## src/rtl/dac_iq_stream.sv

```systemverilog
// I/Q sample FIFO feeding an interleaved DAC bus at 4 clocks per sample.
// Ports: en/dav/ready/i_data/q_data in, dac_d + daciq* controls out, sticky flags, fifo_level.
module dac_iq_stream #(
  parameter int IN_W       = 16,
  parameter int DAC_W      = 14,
  parameter int DEPTH      = 8,
  parameter int OFFSET_BIN = 0
) (
  input  logic                       clk,
  input  logic                       rst_n,
  input  logic                       en,
  input  logic                       dav,
  output logic                       ready,
  input  logic [IN_W-1:0]            i_data,
  input  logic [IN_W-1:0]            q_data,
  input  logic                       calibrate,
  input  logic [IN_W-1:0]            i_dc_cal,
  input  logic [IN_W-1:0]            q_dc_cal,
  input  logic                       clr_status,
  output logic [DAC_W-1:0]           dac_d,
  output logic                       daciqclk,
  output logic                       daciqwrt,
  output logic                       daciqsel,
  output logic                       daciqreset,
  output logic                       underflow,
  output logic                       overflow,
  output logic [$clog2(DEPTH):0]     fifo_level
);

  localparam int AW = $clog2(DEPTH);
  localparam int LW = AW + 1;
  localparam logic [LW-1:0] FULL_LVL = LW'(DEPTH);

  logic [IN_W-1:0] mem_i [DEPTH];
  logic [IN_W-1:0] mem_q [DEPTH];
  logic [AW-1:0]   wptr;
  logic [AW-1:0]   rptr;
  logic [LW-1:0]   level;
  logic [1:0]      phase;
  logic [IN_W-1:0] hold_i;
  logic [IN_W-1:0] hold_q;
  logic [IN_W-1:0] nxt_i;
  logic [IN_W-1:0] nxt_q;
  logic            full;
  logic            empty;
  logic            rd_req;
  logic            pop;
  logic            wr;
  logic            clk_r;
  logic            wrt_r;

  function automatic logic [IN_W-1:0] sat_add(
    input logic [IN_W-1:0] a,
    input logic [IN_W-1:0] b
  );
    logic [IN_W:0] s;
    s = {a[IN_W-1], a} + {b[IN_W-1], b};
    if (s[IN_W] != s[IN_W-1])
      sat_add = s[IN_W] ? {1'b1, {(IN_W-1){1'b0}}}
                        : {1'b0, {(IN_W-1){1'b1}}};
    else
      sat_add = s[IN_W-1:0];
  endfunction

  function automatic logic [DAC_W-1:0] to_word(
    input logic [IN_W-1:0] h
  );
    logic [DAC_W-1:0] w;
    w = h[IN_W-1 -: DAC_W];
    if (OFFSET_BIN != 0)
      w[DAC_W-1] = ~w[DAC_W-1];
    to_word = w;
  endfunction

  assign full   = (level == FULL_LVL);
  assign empty  = (level == '0);
  assign ready  = !full;
  assign rd_req = en && (phase == 2'd3);
  assign pop    = rd_req && !empty;
  assign wr     = dav && !full;

  // Storage needs no reset; pointers and level define validity.
  always_ff @(posedge clk) begin
    if (wr) begin
      mem_i[wptr] <= i_data;
      mem_q[wptr] <= q_data;
    end
  end

  always_ff @(posedge clk or negedge rst_n) begin
    if (!rst_n) begin
      wptr  <= '0;
      rptr  <= '0;
      level <= '0;
    end else begin
      if (wr)  wptr <= wptr + 1'b1;
      if (pop) rptr <= rptr + 1'b1;
      unique case ({wr, pop})
        2'b10:   level <= level + 1'b1;
        2'b01:   level <= level - 1'b1;
        default: level <= level;
      endcase
    end
  end

  // Empty reads and calibrate both fall back to the DC-cal values.
  always_comb begin
    nxt_i = hold_i;
    nxt_q = hold_q;
    unique case (1'b1)
      rd_req && (empty || calibrate): begin
        nxt_i = i_dc_cal;
        nxt_q = q_dc_cal;
      end
      pop && !calibrate: begin
        nxt_i = sat_add(mem_i[rptr], i_dc_cal);
        nxt_q = sat_add(mem_q[rptr], q_dc_cal);
      end
      default: ;
    endcase
  end

  // daciqclk is loaded with the low bit the phase will have after
  // this edge, inverted, so it is high in phases 0 and 2.
  always_ff @(posedge clk or negedge rst_n) begin
    if (!rst_n) begin
      phase  <= 2'd0;
      hold_i <= '0;
      hold_q <= '0;
      clk_r  <= 1'b0;
      wrt_r  <= 1'b0;
    end else begin
      if (en) begin
        phase <= phase + 2'd1;
        clk_r <= phase[0];
      end
      hold_i <= nxt_i;
      hold_q <= nxt_q;
      wrt_r  <= clk_r;
    end
  end

  // A set event beats a same-cycle clear.
  always_ff @(posedge clk or negedge rst_n) begin
    if (!rst_n) begin
      underflow <= 1'b0;
      overflow  <= 1'b0;
    end else begin
      underflow <= (underflow && !clr_status) || (rd_req && empty);
      overflow  <= (overflow && !clr_status) || (dav && full);
    end
  end

  assign dac_d      = phase[1] ? to_word(hold_i) : to_word(hold_q);
  assign daciqsel   = phase[1];
  assign daciqclk   = clk_r;
  assign daciqwrt   = wrt_r;
  assign daciqreset = 1'b0;
  assign fifo_level = level;

endmodule

```

## config.mk

```make
export PLATFORM = sky130hd
export DESIGN_NAME = dac_iq_stream
export DESIGN_NICKNAME = d
export VERILOG_FILES = /design/src/rtl/dac_iq_stream.sv
export SDC_FILE = /design/constraint.sdc
export NUM_CORES = 1
export LEC_CHECK = 0
export CAP_MARGIN = 20
export CORE_MARGIN = 3
export CORE_UTILIZATION = 53
export DETAILED_ROUTE_END_ITERATION = 8
export PLACE_DENSITY = 0.87
export SLEW_MARGIN = 20
export SYNTH_ARGS = -nofsm -noshare
export SYNTH_HDL_FRONTEND = slang
export SYNTH_SLANG_ARGS = --single-unit
```

## constraint.sdc

```tcl
create_clock -name clk -period 4.5 [get_ports clk]
set_clock_uncertainty 0.05 [all_clocks]
set_input_delay 0.9 -clock clk [delete_from_list [all_inputs] [get_ports clk]]
set_output_delay 0.9 -clock clk [all_outputs]
set_load 0.01 [all_outputs]
```

==> reports/metrics.yaml <==
cp.required_ns: 4.88
total_power_mw: 11.3
synth_flop_cell: "edfxtp_1"
post_cts_buffers: 0
grtUsageMet3: 0.0344
die_h_um: 165
fp.dieW_um: 165
holdBufCountCts: 0
grt_pass1_wl_um: 45800
io_pins: 95
grt-ovfl-total: 0
numCtsBuffers: 30
arrival_ns: 4.57
start_kind: "flip-flop"
drt_first_pass_iters: 7
ir_worst_vdd_mv: 0.387
min_from: "daciqclk"
seqPwrFrac: 0.350
min_path_type: "reg2reg"
power_leakage_nw: 5.58
tightest_slew_ns: 0.955
cts_tree: "yes"
cts.htree.levels: 1
ant_nets: 0
syn_avg_cell_area_um2: 16.7
min_path_cells: 0
synth_nets: 909
intPower_mw: 7.40
cp-end-kind: "flip-flop"
fin_crit_ns: 4.19
power_switching_mw: 3.92
core_mm2: 0.0246
reg2reg_depth: 12
run_status: "finished, final reports clean"
synth-edff-count: 256
initial_core_util: 0.545
avgRoutedWirePerCell_um: 23.3
drt_iter0_markers: 815
post-route-period-util: 0.931
rsz0062_at_grt: "no"
grt_pass1_vias: 8043
grt_max_degree: 45
drc: 0
drv_slew: 0
routed_wirelength_um: 29500
synth.ff_latch_count: 300
final_cells: 1266
worstSetupPathType: "reg2reg"
final_cell_mix: "256 x edfxtp_1, 92 x clkdlybuf4s50_1, 60 x mux4_2"
use_met1: 0.316
setup_viol: 0
clk_pin_slew_worst_paths_ns: 0.06
core.rowCount: 57
syn_to_final_growth_pct: 18.3
grt_use_met2: 0.359
syn_area_mm2: 0.0134
hold_viol: 0
via_per_inst: 6.19
r2r_start: "rptr[0]"
synth_cells: 802
drv_cap: 0
placed_cells: 1210
cts_resized: 0
synth_warnings: 0
pwr-share-clk: 0.220
drive_gt1_frac: 0.219
p_sw_frac: 0.347
crit_path_start: "rptr[0]"
fmax_mhz: 239
antenna_found_initial: 1
yosysUniqueCellTypes: 66
ctsRootBufferMaster: "clkbuf_16"
track_usage: 0.222
final_common_cell: "edfxtp_1"
cts_sinks: 300
synth_seq_area_share: 0.655
path_max_fanout: 16
nNetsFinal: 1025
diodes: 0
grt.busiest_layer: "met2"
die-area_mm2: 0.0272
max-slew-margin-rel: 0.363
async_reset_ff_frac: 0.147
port_buffers: 93
vias: 7842
pwr_density_cell_mw_per_mm2: 713
power_frac_comb: 0.431
dp_hpwl_um: 19100
clock_path_buffers: 3
insertion_delay_ns: 0.55
place_congestion: 0.899
[worst max-delay path, cell delays in order (launching register included)]
cell	delay, ns
dfrtp_4	0.61
buf_4	0.37
mux4_2	0.55
mux2_2	0.29
ha_1	0.37
and4_1	0.22
o2111ai_1	0.13
or3b_4	0.46
o211ai_2	0.23
nor2_1	0.16
xnor2_2	0.19
o21ai_1	0.10
a221o_1	0.34
[power by group through the flow]
| stage | registers [mW] | clock network (mW) | logic [mW] |
|---|---|---|---|
| 6_report | 3.96 | 2.49 | 4.88 |
| 5_1_grt | 4.01 | 2.64 | 5.31 |
| 4_1_cts | 3.96 | 2.52 | 4.85 |
| 3_5_place_dp | 4.01 | 0 | 4.82 |
| 3_3_place_gp | 3.97 | 0 | 4.72 |
| 2_1_floorplan | 3.82 | 0 | 3.52 |
[logic make-up after synthesis]
| group | Yosys count | share of synthesized area |
|---|---|---|
| and+or+nand+nor | 127 | 0.0475 |
| buffers and inverters | 45 | 0.0147 |
| xor gates and xnor gates | 33 | 0.0221 |
| adders and majority gates | 37 | 0.0351 |
| muxes | 116 | 0.147 |
| AOI/OAI and AO/OA | 143 | 0.0776 |
| other | 1 | 0.000280 |
| DFF | 300 | 0.655 |
[metal layers]
layer	share of wire	vias up
met4	0.032	2
met2	0.47	360
li1	-	3468
met5	0.00054	-
met3	0.079	74
met1	0.41	3938
[flip-flops by register name (all words and copies together) (netlist names), 2 cells and up]
signal,count
hold_i,14
hold_q,14
rptr,3
wptr,3
fifo_level,4
phase,2
mem_i,128
mem_q,128
[stage by stage]
step / hold slack [ns] / area, µm² / utilization / setup TNS, ns / worst slack [ns]
3_3_place_gp: 0.345 / 14900 / 0.604 / 0 / 0.420
3_5_place_dp: 0.342 / 14900 / 0.604 / 0 / 0.289
2_1_floorplan: 0.381 / 13400 / - / -37.75 / -0.500
4_1_cts: 0.357 / 15900 / 0.645 / 0 / 0.289
6_report: 0.351 / 15900 / 0.645 / 0 / 0.309
5_1_grt: 0.376 / 15900 / 0.645 / 0 / 0.0532
[path summary, 6_finish.rpt]
kind	slack [ns]	to
setup reg to reg	0.31	hold_q[4]
setup / recovery	0.31	hold_q[4]
min in group asynchronous	0.46	phase[0]
max in group asynchronous	3.23	rptr[0]
hold / removal	0.35	daciqwrt
hold reg to reg	0.35	daciqwrt
[area by class of cell]
type / instances / area [µm²]
clock inverters: 20 / 185
clock buffers: 36 / 815
flip-flops and latches: 300 / 8790
inverters: 12 / 45.0
repair buffers: 117 / 1140
multi-input cells: 457 / 4480
fillers: 1672 / 8730
well taps: 324 / 405
[cells in the mapped netlist (all sizes together) (4+ instances only)]
| master | instances | area share |
|---|---|---|
| and3 | 11 | 0.0055 |
| o21ai | 24 | 0.0092 |
| a21o | 14 | 0.0078 |
| nor3 | 6 | 0.0022 |
| ha | 36 | 0.034 |
| mux2i | 7 | 0.0052 |
| nand3 | 9 | 0.0034 |
| nand4 | 6 | 0.0028 |
| a22oi | 7 | 0.0049 |
| nand2 | 46 | 0.013 |
| inv | 12 | 0.0034 |
| mux2 | 49 | 0.041 |
| xnor2 | 18 | 0.012 |
| a21oi | 37 | 0.014 |
| nor2 | 19 | 0.0053 |
| buf | 13 | 0.0058 |
| a222oi | 7 | 0.0052 |
| o211ai | 12 | 0.0071 |
| edfxtp | 256 | 0.57 |
| a211oi | 5 | 0.0028 |
| clkbuf | 20 | 0.0056 |
| nand2b | 4 | 0.0019 |
| xor2 | 15 | 0.0098 |
| and2 | 7 | 0.0033 |
| nor2b | 6 | 0.0028 |
| dfrtp | 44 | 0.082 |
| mux4 | 60 | 0.10 |
| a31oi | 10 | 0.0069 |
Power figures use the tool's default switching activity.
